[src/rtl/ex_div_if.sv]
// ex_div_if: request/response bundle between the EX stage and the iterative divider.
// The EX stage drives the operands and the start/annul controls and receives the
// packed {remainder, quotient} result together with its ready flag.
interface ex_div_if #(
    parameter int DATA_W = 32
);
    logic                  signed_div;
    logic [DATA_W-1:0]     data1;
    logic [DATA_W-1:0]     data2;
    logic                  start;
    logic                  annul;
    logic [2*DATA_W-1:0]   result;
    logic                  ready;

    // Pipeline (EX stage) side
    modport master (
        output signed_div,
        output data1,
        output data2,
        output start,
        output annul,
        input  result,
        input  ready
    );

    // Divider side
    modport slave (
        input  signed_div,
        input  data1,
        input  data2,
        input  start,
        input  annul,
        output result,
        output ready
    );
endinterface

[src/rtl/ex_div.sv]
// ex_div: iterative radix-2 restoring divider for DIV/DIVU in the execute stage.
// One quotient bit is produced per clock. Operands are converted to magnitudes
// when accepted, divided unsigned, and the signs are restored on the final step.
// The result is packed as {remainder, quotient} and is held while ready is high.
module ex_div #(
    parameter int DATA_W = 32
) (
    input  logic    clk,
    input  logic    rst,
    ex_div_if.slave bus
);

    localparam int               CNT_W    = $clog2(DATA_W + 1);
    localparam logic [CNT_W-1:0] CNT_LAST = CNT_W'(DATA_W);
    localparam logic [CNT_W-1:0] CNT_ONE  = CNT_W'(1);

    typedef enum logic [1:0] {
        FREE    = 2'd0,
        BY_ZERO = 2'd1,
        ON      = 2'd2,
        END     = 2'd3
    } state_t;

    // Two's complement negation; 0x80..0 maps onto itself and is read as 2^(DATA_W-1).
    function automatic logic [DATA_W-1:0] f_neg(input logic [DATA_W-1:0] v);
        return ~v + {{(DATA_W-1){1'b0}}, 1'b1};
    endfunction

    // Magnitude of an operand, honouring the signedness of the request.
    function automatic logic [DATA_W-1:0] f_mag(input logic [DATA_W-1:0] v,
                                                input logic              is_signed);
        logic [DATA_W-1:0] m;
        if (is_signed && v[DATA_W-1]) begin
            m = f_neg(v);
        end else begin
            m = v;
        end
        return m;
    endfunction

    // Registered state
    state_t                r_state;
    logic [CNT_W-1:0]      r_cnt;
    logic [DATA_W-1:0]     r_dvd;      // dividend magnitude, consumed MSB first
    logic [DATA_W-1:0]     r_dvs;      // divisor magnitude
    logic [DATA_W-1:0]     r_quot;     // quotient bits collected so far
    logic [DATA_W-1:0]     r_rem;      // partial remainder (always < divisor)
    logic                  r_signed;
    logic                  r_sign1;
    logic                  r_sign2;
    logic [2*DATA_W-1:0]   r_result;
    logic                  r_ready;

    // Next-state values
    state_t                w_state_nxt;
    logic [CNT_W-1:0]      w_cnt_nxt;
    logic [DATA_W-1:0]     w_dvd_nxt;
    logic [DATA_W-1:0]     w_dvs_nxt;
    logic [DATA_W-1:0]     w_quot_nxt;
    logic [DATA_W-1:0]     w_rem_nxt;
    logic                  w_signed_nxt;
    logic                  w_sign1_nxt;
    logic                  w_sign2_nxt;
    logic [2*DATA_W-1:0]   w_result_nxt;
    logic                  w_ready_nxt;

    // Datapath helpers
    logic [DATA_W:0]       w_shift;    // remainder shifted left with next dividend bit
    logic [DATA_W:0]       w_trial;    // trial subtraction of the divisor
    logic [DATA_W-1:0]     w_quot_fix;
    logic [DATA_W-1:0]     w_rem_fix;

    // One restoring step plus the final sign correction of quotient and remainder.
    always_comb begin
        w_shift = {r_rem, r_dvd[DATA_W-1]};
        w_trial = w_shift - {1'b0, r_dvs};
        if (r_signed && (r_sign1 != r_sign2)) begin
            w_quot_fix = f_neg(r_quot);
        end else begin
            w_quot_fix = r_quot;
        end
        if (r_signed && r_sign1) begin
            w_rem_fix = f_neg(r_rem);
        end else begin
            w_rem_fix = r_rem;
        end
    end

    // Next-state and output decode; everything holds unless a state says otherwise.
    always_comb begin
        w_state_nxt  = r_state;
        w_cnt_nxt    = r_cnt;
        w_dvd_nxt    = r_dvd;
        w_dvs_nxt    = r_dvs;
        w_quot_nxt   = r_quot;
        w_rem_nxt    = r_rem;
        w_signed_nxt = r_signed;
        w_sign1_nxt  = r_sign1;
        w_sign2_nxt  = r_sign2;
        w_result_nxt = r_result;
        w_ready_nxt  = r_ready;

        case (r_state)
            FREE: begin
                w_result_nxt = {(2*DATA_W){1'b0}};
                w_ready_nxt  = 1'b0;
                if (bus.start && !bus.annul) begin
                    w_dvd_nxt    = f_mag(bus.data1, bus.signed_div);
                    w_dvs_nxt    = f_mag(bus.data2, bus.signed_div);
                    w_signed_nxt = bus.signed_div;
                    w_sign1_nxt  = bus.data1[DATA_W-1];
                    w_sign2_nxt  = bus.data2[DATA_W-1];
                    w_quot_nxt   = {DATA_W{1'b0}};
                    w_rem_nxt    = {DATA_W{1'b0}};
                    w_cnt_nxt    = {CNT_W{1'b0}};
                    if (bus.data2 == {DATA_W{1'b0}}) begin
                        w_state_nxt = BY_ZERO;
                    end else begin
                        w_state_nxt = ON;
                    end
                end else begin
                    w_state_nxt = FREE;
                end
            end

            BY_ZERO: begin
                w_result_nxt = {(2*DATA_W){1'b0}};
                if (bus.annul) begin
                    w_state_nxt = FREE;
                    w_ready_nxt = 1'b0;
                end else begin
                    w_state_nxt = END;
                    w_ready_nxt = 1'b1;
                end
            end

            ON: begin
                if (bus.annul) begin
                    // Flush: drop the partial result entirely.
                    w_state_nxt  = FREE;
                    w_result_nxt = {(2*DATA_W){1'b0}};
                    w_ready_nxt  = 1'b0;
                end else if (r_cnt == CNT_LAST) begin
                    // All quotient bits are in; restore signs and publish.
                    w_state_nxt  = END;
                    w_result_nxt = {w_rem_fix, w_quot_fix};
                    w_ready_nxt  = 1'b1;
                end else begin
                    w_dvd_nxt = {r_dvd[DATA_W-2:0], 1'b0};
                    w_cnt_nxt = r_cnt + CNT_ONE;
                    if (!w_trial[DATA_W]) begin
                        w_rem_nxt  = w_trial[DATA_W-1:0];
                        w_quot_nxt = {r_quot[DATA_W-2:0], 1'b1};
                    end else begin
                        w_rem_nxt  = w_shift[DATA_W-1:0];
                        w_quot_nxt = {r_quot[DATA_W-2:0], 1'b0};
                    end
                end
            end

            END: begin
                // Hold the result until EX releases start; no retrigger while held.
                if (bus.annul || !bus.start) begin
                    w_state_nxt  = FREE;
                    w_result_nxt = {(2*DATA_W){1'b0}};
                    w_ready_nxt  = 1'b0;
                end else begin
                    w_state_nxt = END;
                    w_ready_nxt = 1'b1;
                end
            end

            default: begin
                w_state_nxt  = FREE;
                w_result_nxt = {(2*DATA_W){1'b0}};
                w_ready_nxt  = 1'b0;
            end
        endcase
    end

    // State and datapath registers with synchronous active-low reset.
    always_ff @(posedge clk) begin
        if (!rst) begin
            r_state  <= FREE;
            r_cnt    <= {CNT_W{1'b0}};
            r_dvd    <= {DATA_W{1'b0}};
            r_dvs    <= {DATA_W{1'b0}};
            r_quot   <= {DATA_W{1'b0}};
            r_rem    <= {DATA_W{1'b0}};
            r_signed <= 1'b0;
            r_sign1  <= 1'b0;
            r_sign2  <= 1'b0;
            r_result <= {(2*DATA_W){1'b0}};
            r_ready  <= 1'b0;
        end else begin
            r_state  <= w_state_nxt;
            r_cnt    <= w_cnt_nxt;
            r_dvd    <= w_dvd_nxt;
            r_dvs    <= w_dvs_nxt;
            r_quot   <= w_quot_nxt;
            r_rem    <= w_rem_nxt;
            r_signed <= w_signed_nxt;
            r_sign1  <= w_sign1_nxt;
            r_sign2  <= w_sign2_nxt;
            r_result <= w_result_nxt;
            r_ready  <= w_ready_nxt;
        end
    end

    assign bus.result = r_result;
    assign bus.ready  = r_ready;

endmodule

[src/flat_wrapper.sv]
// flat-port wrapper written by rule: the top's interface ports become plain ports
module ex_div_flat 
#(
    parameter int DATA_W = 32
)
  (clk, rst, bus_signed_div, bus_data1, bus_data2, bus_start, bus_annul, bus_result, bus_ready);
  ex_div_if #(.DATA_W(DATA_W)) bus_i ();
  input  logic clk;
  input  logic rst;
  input wire logic [$bits(bus_i.signed_div)-1:0] bus_signed_div;
  input wire logic [$bits(bus_i.data1)-1:0] bus_data1;
  input wire logic [$bits(bus_i.data2)-1:0] bus_data2;
  input wire logic [$bits(bus_i.start)-1:0] bus_start;
  input wire logic [$bits(bus_i.annul)-1:0] bus_annul;
  output wire logic [$bits(bus_i.result)-1:0] bus_result;
  output wire logic [$bits(bus_i.ready)-1:0] bus_ready;
  assign bus_i.signed_div = bus_signed_div;
  assign bus_i.data1 = bus_data1;
  assign bus_i.data2 = bus_data2;
  assign bus_i.start = bus_start;
  assign bus_i.annul = bus_annul;
  assign bus_result = bus_i.result;
  assign bus_ready = bus_i.ready;
  ex_div #(.DATA_W(DATA_W)) u_core (.clk(clk), .rst(rst), .bus(bus_i));
endmodule
[config.mk]
export PLATFORM = sky130hd
export DESIGN_NAME = ex_div_flat
export DESIGN_NICKNAME = d
export VERILOG_FILES = /design/src/rtl/ex_div_if.sv /design/src/rtl/ex_div.sv /design/src/flat_wrapper.sv
export SDC_FILE = /design/constraint.sdc
export NUM_CORES = 1
export LEC_CHECK = 0
export CAP_MARGIN = 20
export CORE_AREA = 2 2 182 184
export DETAILED_ROUTE_END_ITERATION = 7
export DIE_AREA = 0 0 184 186
export GPL_TIMING_DRIVEN = 0
export SYNTH_ARGS = -nofsm -noshare
export SYNTH_HDL_FRONTEND = slang
export SYNTH_SLANG_ARGS = --single-unit
[constraint.sdc]
create_clock -name clk -period 3.1 [get_ports clk]
set_clock_uncertainty 0.2 [all_clocks]
set_input_delay 0.62 -clock clk [delete_from_list [all_inputs] [get_ports clk]]
set_output_delay 0.62 -clock clk [all_outputs]
set_load 0.02 [all_outputs]
==> impl_metrics.ini <==
[drt]
drc = 0
drt_pass1_iterations = 5
viasPerCell = 5.44
routed_wl_um = 37600
first_iter_violations = 788
ant_nets = 0
num_vias = 12000
wl_per_cell_um = 17.1

[clocking]
clockBufferDepth = 3
cts.sinks = 204
cts_tree = yes
h-tree-depth = 1
cts_hold_buf = 0
root_buffer = clkbuf_16
cts.clk_slew.worst_paths_ps = 60
cts-buffers-inserted = 24
clock_latency_ps = 530

[sta]
min_period_over_period_pct = 97.9
maxSlewViolCount = 0
relSlewSlack_pct = 35.2
fin_hold_ws_ps = 255
rsz0062_at_grt = yes
layout_min_cycle_time_ps = 3030
clock.fmax_ghz = 0.330
finalSetupViolCount = 0
hold_violations = 0
worst_pin_slew_ps = 970

[global_routing]
grt_pass1_wl_um = 60200
overflow = 0
use_met3_pct = 2.17
grt_max_degree = 13
grt_pass1_vias = 11300
grt_usage_pct = 21.7
antenna_found_initial = 0
grt_most_used_layer = met2
grtUsageMet1_pct = 31.1
use_met2_pct = 35.5

[power_and_ir_drop]
powerDensity_nw_per_um2 = 407
power.leakage_nw = 6.08
vdd_ir_drop_max_uv = 359
finalPower_mw = 6.42

[setup_path]
slowest_delay_ps = 350
cp.required_ps = 3310
critPathLaunchType = register
worstSetupPathType = reg2reg
path_common_cell = a21oi_4
cp.arrival_ps = 3240
rr_startpoint = u_core.r_dvd[31]
setup.worst_path.end_class = register
startpoint = u_core.r_dvd[31]
crit_slowest_cell = fa_2
path_cells = inv_1 -> ha_1 -> fa_2 -> nand2b_4 -> a21oi_4 -> o31ai_4 -> a21oi_4 -> o21ai_4 -> buf_4 -> a21oi_4 -> buf_6 -> o21ai_0 -> a32o_1
path_max_fanout = 10

[layout]
final_cell_mix = 247 x nand2_1, 189 x dfxtp_1, 133 x clkdlybuf4s50_1, 93 x o21ai_0, 87 x a21oi_1
utilization_pct = 49.0
drive_gt1_share_pct = 9.74
final_common_cell = nand2_1
area_growth_pct = 24.0
diodes = 0
fin_cells = 2204
finalNetCount = 1890

[placement]
io_buffers = 133
dp_hpwl_um = 29300
place_inst = 2147
gp_congestion = 0.896

[worst_hold_path]
min_from = u_core.bus.result[24]
hold_class = reg2reg

[synth]
synthesis.area_um2 = 12700
ys_seq_elements = 204
synth_cell_type_count = 78
async_reset_ff_share_pct = 0
synthCells = 1606
synth_nets = 1717
yosys_warnings = 0
ys.flop_type = dfxtp_1
synth-seq-area-share_pct = 32.1
synth_edf_count = 0
avgSynthCellArea_um2 = 7.92

[job]
drv_cap = 0

[floorplan]
dieHeight_um = 186
fp-row-count = 66
ios = 134
coreArea_um2 = 32200
die-area_um2 = 34200
die_w_um = 184
initial_core_util_pct = 39.5

[outcome]
status = complete, no violations
through the flow:
step / area, um^2 / setup WS, ps / TNS [ps]
floorplan: 12700 / 90.3 / 0
global placement: 14600 / -541 / -57420
detailed placement: 14600 / -585 / -61470
CTS: 15500 / -22.1 / -22.1
global route: 15800 / -53.0 / -228
finish: 15800 / 66.5 / 0
report_power, final:
part           switching, mW  internal [mW]
clock                   1.12           1.66
combinational          0.545          0.397
sequential            0.0244           2.68
total                   1.69           4.73
flip-flops by register name, summed over array words and instances, names as in the netlist:
register	count
u_core.bus.ready	1
u_core.bus.result	64
u_core.r_cnt	6
u_core.r_dvd	32
u_core.r_dvs	32
u_core.r_quot	32
u_core.r_rem	32
u_core.r_sign1	1
u_core.r_sign2	1
u_core.r_signed	1
u_core.r_state	2
critical path, delay by kind of cell (launching register included):
family | cells | cell delay (ps)
flip-flops | 1 | 330
adder cells (fa/ha/maj) | 2 | 570
AND/OR/NAND/NOR | 1 | 180
buffers and inverters | 3 | 430
AO/OA/AOI/OAI | 7 | 1200
layer usage:
metal,up-vias,wire length [um],share of wire [%]
met5,-,0,0
met4,0,489,1.3
met3,38,1820,4.8
met2,321,16800,45
met1,5586,18500,49
li1,6049,-,-
kinds of logic after synthesis:
group	count (synthesis)	share of synthesized area [%]
fa+ha+maj	42	4.19
xor+xnor	137	9.43
simple gates	565	21.8
flops	204	32.1
buf+inv	164	5.59
compound gates	492	26.7
mux	2	0.157
path summary, 6_finish.rpt:
check	end	slack [ps]	depth (start not counted)
setup reg to reg	u_core.r_rem[19]	70	13
hold reg to reg	u_core.bus.result[24]	250	2
setup / recovery	u_core.r_rem[19]	70	13
hold / removal	u_core.bus.result[24]	250	2
repair_timing:
| item | in CTS | in global routing |
|---|---|---|
| gates cloned | 0 | 1 |
| setup buffers | 7 | 7 |
| pin swaps | 5 | 13 |
| gates resized for setup | 30 | 78 |
| endpoints found under the setup margin | 40 | 73 |
synthesized netlist by cell type, types with 14 or more instances:
master | n | share of area, %
a21o_1 | 16 | 0.94
nor2_1 | 76 | 2.2
nand3_1 | 14 | 0.55
or3_1 | 14 | 0.69
o211a_1 | 26 | 2.0
o21ai_0 | 95 | 3.7
ha_1 | 41 | 4.0
and2_1 | 15 | 0.74
a21boi_0 | 34 | 2.0
buf_2 | 20 | 0.79
xor2_1 | 65 | 4.5
xnor2_1 | 72 | 5.0
inv_1 | 63 | 1.9
nor3_1 | 38 | 1.5
nand2_1 | 247 | 7.3
a22oi_1 | 67 | 4.0
nor2b_1 | 79 | 3.9
a21oi_1 | 94 | 3.7
nor4_1 | 17 | 0.84
clkbuf_1 | 63 | 1.9
o31ai_1 | 21 | 1.2
dfxtp_1 | 204 | 32
o211ai_1 | 33 | 1.9
cell type report:
cell class                      count  area (um^2)
Clock buffer                       37          709
Tap cell                          408          510
Inverter                           63          236
Clock inverter                      6         71.3
Fill cell                        3170        16400
Multi-Input combinational cell   1238         8160
Buffer                            100          533
Sequential cell                   204         4100
Timing Repair Buffer              148         1440
(Power assumes the default switching activity.)
